File: config.mk
export PLATFORM = sky130hd
export DESIGN_NAME = vram_arbiter
export DESIGN_NICKNAME = d
export VERILOG_FILES = /design/src/rtl/vram_arbiter.sv
export SDC_FILE = /design/constraint.sdc
export NUM_CORES = 1
export LEC_CHECK = 0
export ABC_CLOCK_PERIOD_IN_PS = 2700
export BUFFER_PORTS_ARGS = -buffer_cell sky130_fd_sc_hd__buf_2
export CAP_MARGIN = 20
export CORE_MARGIN = 2
export CORE_UTILIZATION = 57
export CTS_CLUSTER_DIAMETER = 200
export DETAILED_ROUTE_END_ITERATION = 10
export PLACE_DENSITY = 0.89
export SETUP_SLACK_MARGIN = 0.1
export SLEW_MARGIN = 5
export SYNTH_ARGS = -nofsm -noshare
export SYNTH_HDL_FRONTEND = slang
export SYNTH_SLANG_ARGS = --single-unit
File: constraint.sdc
create_clock -name clk_50 -period 2.7 [get_ports clk_50]
set_input_delay 0.135 -clock clk_50 [delete_from_list [all_inputs] [get_ports clk_50]]
set_output_delay 0.135 -clock clk_50 [all_outputs]
set_load 0.005 [all_outputs]
File: src/rtl/vram_arbiter.sv
// ============================================================================
// Module   : vram_arbiter
// Brief    : Text VRAM owner arbitrating display fetches, FIFO-posted writes
//            and a clear-screen fill sequence onto one synchronous RAM port.
// Revision : 1.0
// ============================================================================
`default_nettype none

module vram_arbiter #(
    parameter int                ADDR_W    = 13,
    parameter int                DATA_W    = 8,
    parameter int                CELLS     = 4800,
    parameter int                FIFO_AW   = 2,
    parameter logic [DATA_W-1:0] FILL_CHAR = 8'h20
) (
    input  logic              clk_50,
    input  logic              rst,
    input  logic              disp_req,
    input  logic [ADDR_W-1:0] disp_addr,
    output logic              disp_valid,
    output logic [DATA_W-1:0] disp_data,
    input  logic              wr_valid,
    output logic              wr_ready,
    input  logic [ADDR_W-1:0] wr_addr,
    input  logic [DATA_W-1:0] wr_data,
    input  logic              clear_start,
    output logic              busy,
    output logic              mem_en,
    output logic              mem_we,
    output logic [ADDR_W-1:0] mem_addr,
    output logic [DATA_W-1:0] mem_wdata,
    input  logic [DATA_W-1:0] mem_rdata
);

    localparam int DEPTH = 2 ** FIFO_AW;

    typedef enum logic [1:0] {
        ST_IDLE  = 2'd0,
        ST_DRAIN = 2'd1,
        ST_CLEAR = 2'd2
    } state_t;

    state_t r_state, w_state_nxt;

    logic [ADDR_W+DATA_W-1:0] r_fifo [DEPTH];
    logic [FIFO_AW-1:0]       r_wptr, r_rptr;
    logic [FIFO_AW:0]         r_count, w_count_nxt;
    logic                     w_empty, w_full, w_push, w_pop;
    logic                     w_gnt_disp, w_gnt_fifo, w_gnt_clr;
    logic [ADDR_W-1:0]        r_clr_ptr;
    logic                     w_clr_last;
    logic [ADDR_W-1:0]        w_head_addr;
    logic [DATA_W-1:0]        w_head_data;
    logic                     r_rd_issue, r_rd_ret;

    assign w_empty  = (r_count == '0);
    assign w_full   = (r_count == (FIFO_AW+1)'(DEPTH));
    assign wr_ready = !rst && !w_full && (r_state == ST_IDLE);
    assign w_push   = wr_valid && wr_ready;

    // Display always wins; the FIFO is only served outside CLEAR.
    assign w_gnt_disp = disp_req;
    assign w_gnt_fifo = !disp_req && !w_empty && (r_state != ST_CLEAR);
    assign w_gnt_clr  = !disp_req && (r_state == ST_CLEAR);
    assign w_pop      = w_gnt_fifo;
    assign w_clr_last = (r_clr_ptr == ADDR_W'(CELLS - 1));

    assign {w_head_addr, w_head_data} = r_fifo[r_rptr];

    always_comb begin
        w_count_nxt = r_count;
        if (w_push && !w_pop) begin
            w_count_nxt = r_count + 1'b1;
        end else if (!w_push && w_pop) begin
            w_count_nxt = r_count - 1'b1;
        end
    end

    always_comb begin
        w_state_nxt = r_state;
        case (r_state)
            ST_IDLE: begin
                // A write accepted alongside clear_start must land before the fill.
                if (clear_start) begin
                    w_state_nxt = (w_count_nxt != '0) ? ST_DRAIN : ST_CLEAR;
                end
            end
            ST_DRAIN: begin
                if (w_count_nxt == '0) begin
                    w_state_nxt = ST_CLEAR;
                end
            end
            ST_CLEAR: begin
                if (w_gnt_clr && w_clr_last) begin
                    w_state_nxt = ST_IDLE;
                end
            end
            default: w_state_nxt = ST_IDLE;
        endcase
    end

    always_ff @(posedge clk_50) begin
        if (rst) begin
            r_state <= ST_IDLE;
            busy    <= 1'b0;
        end else begin
            r_state <= w_state_nxt;
            busy    <= (w_state_nxt != ST_IDLE);
        end
    end

    always_ff @(posedge clk_50) begin
        if (w_push) begin
            r_fifo[r_wptr] <= {wr_addr, wr_data};
        end
    end

    always_ff @(posedge clk_50) begin
        if (rst) begin
            r_wptr  <= '0;
            r_rptr  <= '0;
            r_count <= '0;
        end else begin
            r_count <= w_count_nxt;
            if (w_push) r_wptr <= r_wptr + 1'b1;
            if (w_pop)  r_rptr <= r_rptr + 1'b1;
        end
    end

    always_ff @(posedge clk_50) begin
        if (rst) begin
            r_clr_ptr <= '0;
        end else if ((r_state != ST_CLEAR) && (w_state_nxt == ST_CLEAR)) begin
            r_clr_ptr <= '0;
        end else if (w_gnt_clr) begin
            r_clr_ptr <= w_clr_last ? '0 : r_clr_ptr + 1'b1;
        end
    end

    always_ff @(posedge clk_50) begin
        if (rst) begin
            mem_en    <= 1'b0;
            mem_we    <= 1'b0;
            mem_addr  <= '0;
            mem_wdata <= '0;
        end else begin
            mem_en <= w_gnt_disp || w_gnt_fifo || w_gnt_clr;
            mem_we <= w_gnt_fifo || w_gnt_clr;
            if (w_gnt_disp) begin
                mem_addr <= disp_addr;
            end else if (w_gnt_fifo) begin
                mem_addr  <= w_head_addr;
                mem_wdata <= w_head_data;
            end else if (w_gnt_clr) begin
                mem_addr  <= r_clr_ptr;
                mem_wdata <= FILL_CHAR;
            end
        end
    end

    // Read return pipe: issue (c+1), RAM data (c+2), captured output (c+3).
    always_ff @(posedge clk_50) begin
        if (rst) begin
            r_rd_issue <= 1'b0;
            r_rd_ret   <= 1'b0;
            disp_valid <= 1'b0;
            disp_data  <= '0;
        end else begin
            r_rd_issue <= w_gnt_disp;
            r_rd_ret   <= r_rd_issue;
            disp_valid <= r_rd_ret;
            if (r_rd_ret) begin
                disp_data <= mem_rdata;
            end
        end
    end

endmodule

`default_nettype wire

======== Yosys cells after proc, flatten, opt, wreduce, memory -nomap -nowiden ========
Memory sizes are Yosys's and may differ from the RTL's. A register that Yosys moved wholly into a read port is not among the register bits.
Index checks and enable logic that the tools add are counted.
operators by class
  add/sub/neg operators ................... 5
  equal/unequal tests ..................... 6
  muxes and demuxes ....................... 17
  bitwise gates (word level) .............. 1
  reduce and logical (&&, ||, !) cells .... 28
operators with widths
  operator               number
  $mux 13                4
  $mux 8                 2
  $add 13x1->13 const B  1
  $eq 13x13->1 const B   1
  $mux 2                 6
  $logic_and 1x1->1      10
  $logic_not 1->1        6
  $logic_not 3->1        2
  $mux 3                 2
  $pmux 2 s3             1
  $reduce_bool 3->1      2
  $add 2x1->2 const B    2
  $eq 2x2->1 const B     2
  $reduce_bool 2->1      2
  $add 3x1->3 const B    1
  $eq 3x3->1 const B     1
  $logic_or 1x1->1       3
  $sub 3x1->3 const B    1
  $eq 2x1->1 const B     1
  $logic_not 2->1        1
  $mux 1                 2
  $ne 2x2->1 const B     1
  $reduce_and 2->1       1
  $reduce_or 2->1        1
  $not 1->1              1
word-level totals
  bits in registers ....................... 57
  RAM bits ................................ 84
  input port bits ......................... 47
  output and inout bits ................... 34
  word-level logic and storage cells ...... 72
  memories kept ........................... 1
memory list
  name    words  bits a word  rd ports  clocked after Yosys merged registers in  wr ports  line  RTL
  r_fifo  4      21           1         1                                        1         45    logic [ADDR_W+DATA_W-1:0] r_fifo [DEPTH];

======== Depth between registers and ports, before layout ========
  word-level depth ........................ 16
  gate-level depth with buffers ........... 9
  depth with buffers taken out ............ 7

======== Least setup slack after synthesis ========
No wires, ideal clock.
  path type ............................... flip-flop to flip-flop
  start ................................... register r_count[0]
  end ..................................... register r_clr_ptr[10]
  library setup time ...................... 0.150 ns
  arrival ................................. 2.025 ns
  setup slack ............................. 0.525 ns
  cell stages (with the launch flop) ...... 10
  path buffers ............................ 2
  period minus slack after synthesis ...... 2.175 ns
  cell sequence ........................... dfxtp_1 > inv_1 > ha_1 > nor2b_1 > buf_2 > nor3_4 > mux2i_1 > xnor2_1 > buf_4 > a311oi_2
between the ends
  cells in the longest elaborated chain, start to end .. 16
RTL lines
  item                                line  RTL
  start: declaration                  47    logic [FIFO_AW:0] r_count, w_count_nxt;
  start signal: assignment            124   r_count <= w_count_nxt;
  $eq 3x3->1                          57    assign w_full = (r_count == (FIFO_AW+1)'(DEPTH));
  $logic_not 1->1                     58    assign wr_ready = !rst && !w_full && (r_state == ST_IDLE);
  $logic_and 1x1->1 (2 in a row)      58
  $logic_and 1x1->1                   59    assign w_push = wr_valid && wr_ready;
  $logic_not 1->1                     74    end else if (!w_push && w_pop) begin
  $logic_and 1x1->1                   74
  $mux 3                              74
  $mux 3 *                            72    if (w_push && !w_pop) begin
  $reduce_bool 3->1                   85    w_state_nxt = (w_count_nxt != '0) ? ST_DRAIN : ST_CLEAR;
  $mux 2                              85
  $mux 2                              84    if (clear_start) begin
  $pmux 2 s3 *                        81    case (r_state)
  $eq 2x2->1 *                        133   end else if ((r_state != ST_CLEAR) && (w_state_nxt == ST_CLEAR)) begin
  $logic_and 1x1->1 *                 133
  $reduce_or 2->1 (no source line) *  --
  end signal: assignment              136   r_clr_ptr <= w_clr_last ? '0 : r_clr_ptr + 1'b1;
  end: declaration                    50    logic [ADDR_W-1:0] r_clr_ptr;
Every way passes the cells marked *; elsewhere a longest branch is shown, timed or not.
A chain may end at the register's enable or synchronous reset.

======== Final worst setup path ========
  start ................................... register r_count[1]
  end ..................................... register r_count[1]
between the ends
  cells in the longest elaborated chain, start to end .. 9
RTL lines
  item                            line
  $eq 3x3->1                      57
  $logic_not 1->1                 58
  $logic_and 1x1->1 (2 in a row)  58
  $logic_and 1x1->1               59
  $logic_not 1->1                 74
  $logic_and 1x1->1               74
  $mux 3                          74
  $mux 3 *                        72
Marked as above.

==> metrics.txt <==
outcome finished clean; final WL between 15000 and 20000 µm; Warnings, synthesis 0; crit path launch type flip-flop; Die Wd 105 µm; Boundary Pins a little over 80; Buffers & Inverters on Critical Path 2; worst skew pair latency 520 ps; fin crit period approximately 2500 ps; GP Congestion 0.852; post-route insts no fill 712; critical path's slowest cell or3_1; Num CTS Buffers 17; family with the most delay on the worst path adder cells; Die ar. 0.0110 mm²; drt drc 0; vias in the first global route 4482; largest net degree at the start of global routing 37; # fillers 513; Design Area, Final 0.00753 mm²; distinct cell type count after synthesis just over 40; Max Cap Viol 0; global-route wire length before repair ~24000 µm; crit-path cells inv_1 -> ha_2 -> nor2b_2 -> buf_4 -> or3_1 -> maj3_1 -> o21ai_0 -> a21oi_1; Gate power share 33.0%; Psw 0.00267 W; area post-placement 0.00639 mm²; CP startpoint r_count[1]; reg2reg end r_count[1]; Required @ worst endpoint 3090 ps; most frequent cells in the layout edfxtp_1 (84), buf_2 (80), dfxtp_1 (59), nor2_1 (56), dlygate4sd3_1 (51); switch share 35.1%; P per Cell Area slightly above 1000 mW/mm²; Max-slew headroom 56.4%; Tot GR Track Use between 20 and 30%; Hold WC Path Type input port to flip-flop; dpl hpwl ~8300 µm; biggest cell delay along the critical path 420 ps; Worst R2R Setup Slack just over 200 ps; crit path to r_count[1]; kind of critical path flip-flop to flip-flop; cell count after synthesis 423; syn avg cell area between 10 and 15 µm²; Mapped Nets 478; Final period util 92.5%; Vias/cell 6.03; global route overflow 0; Flop pwr share 36.0%; Leakage 2.86 nW; Cells after DPL 628; area of the mapped netlist 0.00579 mm²; Max Clock Freq 0.400 GHz; Setup Viol. Count Final 0; CTS Sinks about 140; PortBufs 80; footprint of the multi-input gates 0.00196 mm²; drt wl/cell around 22 µm; most common cell after layout, fill and taps aside edfxtp_1; post-synthesis sequential area ratio between 60% and 70%; Final Util 76.7%; worst path arrival time slightly below 3000 ps; CP Capture Type flip-flop; skew final a little over 10 ps; Clock Pin Slew Worst Setup and Hold Paths roughly 70 ps; Vias around 4300; antenna violations before repair 0; setup TNS 0 ps; Register Area 0.00370 mm²; share of cells above drive strength 1 between 20% and 30%; CTS H-tree depth 4; worst-path maximum fanout 4; Synth Flop Type edfxtp_1; First-pass DRT Iterations 5; Max Buffers Root-to-Sink 2; CTS tree built; ant diodes 0; DRT antenna net count 0; initial core utilization 59.0%; r2r startpoint r_count[1]; Post-synth EDFFs 84; Worst-Margin Slew ~650 ps; Reg2Reg Depth 8; row count 36; Clock power frac 31.0%; Iteration-0 DRC Markers 428; Core Area 0.00982 mm²; number of synthesized register bits 143; Root Driver clkbuf_8; Async SR Flop Fraction 0%; Levels on crit path 8; Max Slew Vio Count 0; Area Growth Syn to Fin 30.1%; P_int between 0.004 and 0.005 W; Peak supply drop 0.000578 V; Hold WS 217 ps; die span in y 105 µm; Nets 621; Final Hold Vio Count 0; unrepaired setup endpoints after global routing no
through the flow:
| stage | setup WS [ps] | power (W) |
|---|---|---|
| after global placement | 385 | 0.00481 |
| final | 201 | 0.00760 |
| after global routing | 176 | 0.00787 |
| after CTS | 120 | 0.00740 |
| after detailed placement | 264 | 0.00494 |
| after floorplan | 525 | 0.00424 |
routing by layer:
layer	GRT usage (%)	wire length [µm]
met2	47.1	7740
met5	0	0
met3	7.11	1150
met1	33.9	5720
met4	18.8	826
flip-flops by register name, summed over array words and instances (netlist names), 2 cells and up, named ones only:
name	flops
r_fifo	84
mem_addr	13
r_clr_ptr	13
disp_data	8
mem_wdata	8
r_count	3
r_rptr	2
r_state	2
r_wptr	2
cell families after synthesis:
kind of cell / Yosys count / synth area share [%]
buffers and inverters: 34 / 2.68
multiplexers: 31 / 9.90
AND/OR/NAND/NOR: 114 / 9.38
flip-flops: 143 / 64.0
adder cells (fa/ha/maj): 9 / 1.90
AO/OA/AOI/OAI: 74 / 9.46
XOR/XNOR: 18 / 2.72
worst register-to-register path, stage by stage (launching register included):
cell	delay [ps]
dfxtp_1	380
inv_1	120
ha_2	220
nor2b_2	190
buf_4	170
or3_1	420
maj3_1	410
o21ai_0	360
a21oi_1	110
worst min path at each step:
stage | from | to | slack [ps] | cells after the start
2_1_floorplan | wr_data[0] | r_fifo[0][0] | 230 | 0
3_3_place_gp | wr_data[1] | r_fifo[0][1] | 350 | 1
3_5_place_dp | wr_addr[11] | r_fifo[3][19] | 360 | 1
4_1_cts | clear_start | r_state[1] | 80 | 4
5_1_grt | clear_start | r_state[1] | 220 | 4
6_report | clear_start | r_state[1] | 220 | 4
Yosys cell counts, drive strengths merged (4+ instances only):
library cell / n / area (µm²)
a211oi: 14 / 105
a21oi: 32 / 160
a22oi: 7 / 52.6
a311oi: 13 / 170
and3: 7 / 43.8
buf: 10 / 65.1
clkbuf: 16 / 60.1
dfxtp: 59 / 1180
edfxtp: 84 / 2520
ha: 8 / 100
inv: 8 / 30.0
mux2i: 10 / 100
mux4: 21 / 473
nand2: 24 / 90.1
nor2: 57 / 230
nor2b: 6 / 37.5
nor3: 4 / 31.3
xnor2: 8 / 70.1
xor2: 10 / 87.6
power by group through the flow:
stage	sequential (W)	clock [W]	combinational, W
floorplan	0.00271	0	0.00153
global placement	0.00273	0	0.00208
detailed placement	0.00275	0	0.00219
CTS	0.00271	0.00234	0.00235
global route	0.00275	0.00246	0.00266
finish	0.00273	0.00236	0.00251
repair_timing:
item                                    in CTS  in global routing
endpoints found under the setup margin       0                 22
resized for setup                            0                  7
buffers inserted                             0                  0
endpoints found under the hold margin      106                  0
hold buffers                                51                  0
final cells by class:
cell class | instances | area share (%)
repair buffers | 150 | 14.3
well taps | 133 | 2.21
inverters | 8 | 0.399
clock buffers | 17 | 5.50
flip-flops and latches | 143 | 49.2
clock inverters | 15 | 2.36
multi-input cells | 246 | 26.0
Power figures use the tool's default switching activity.
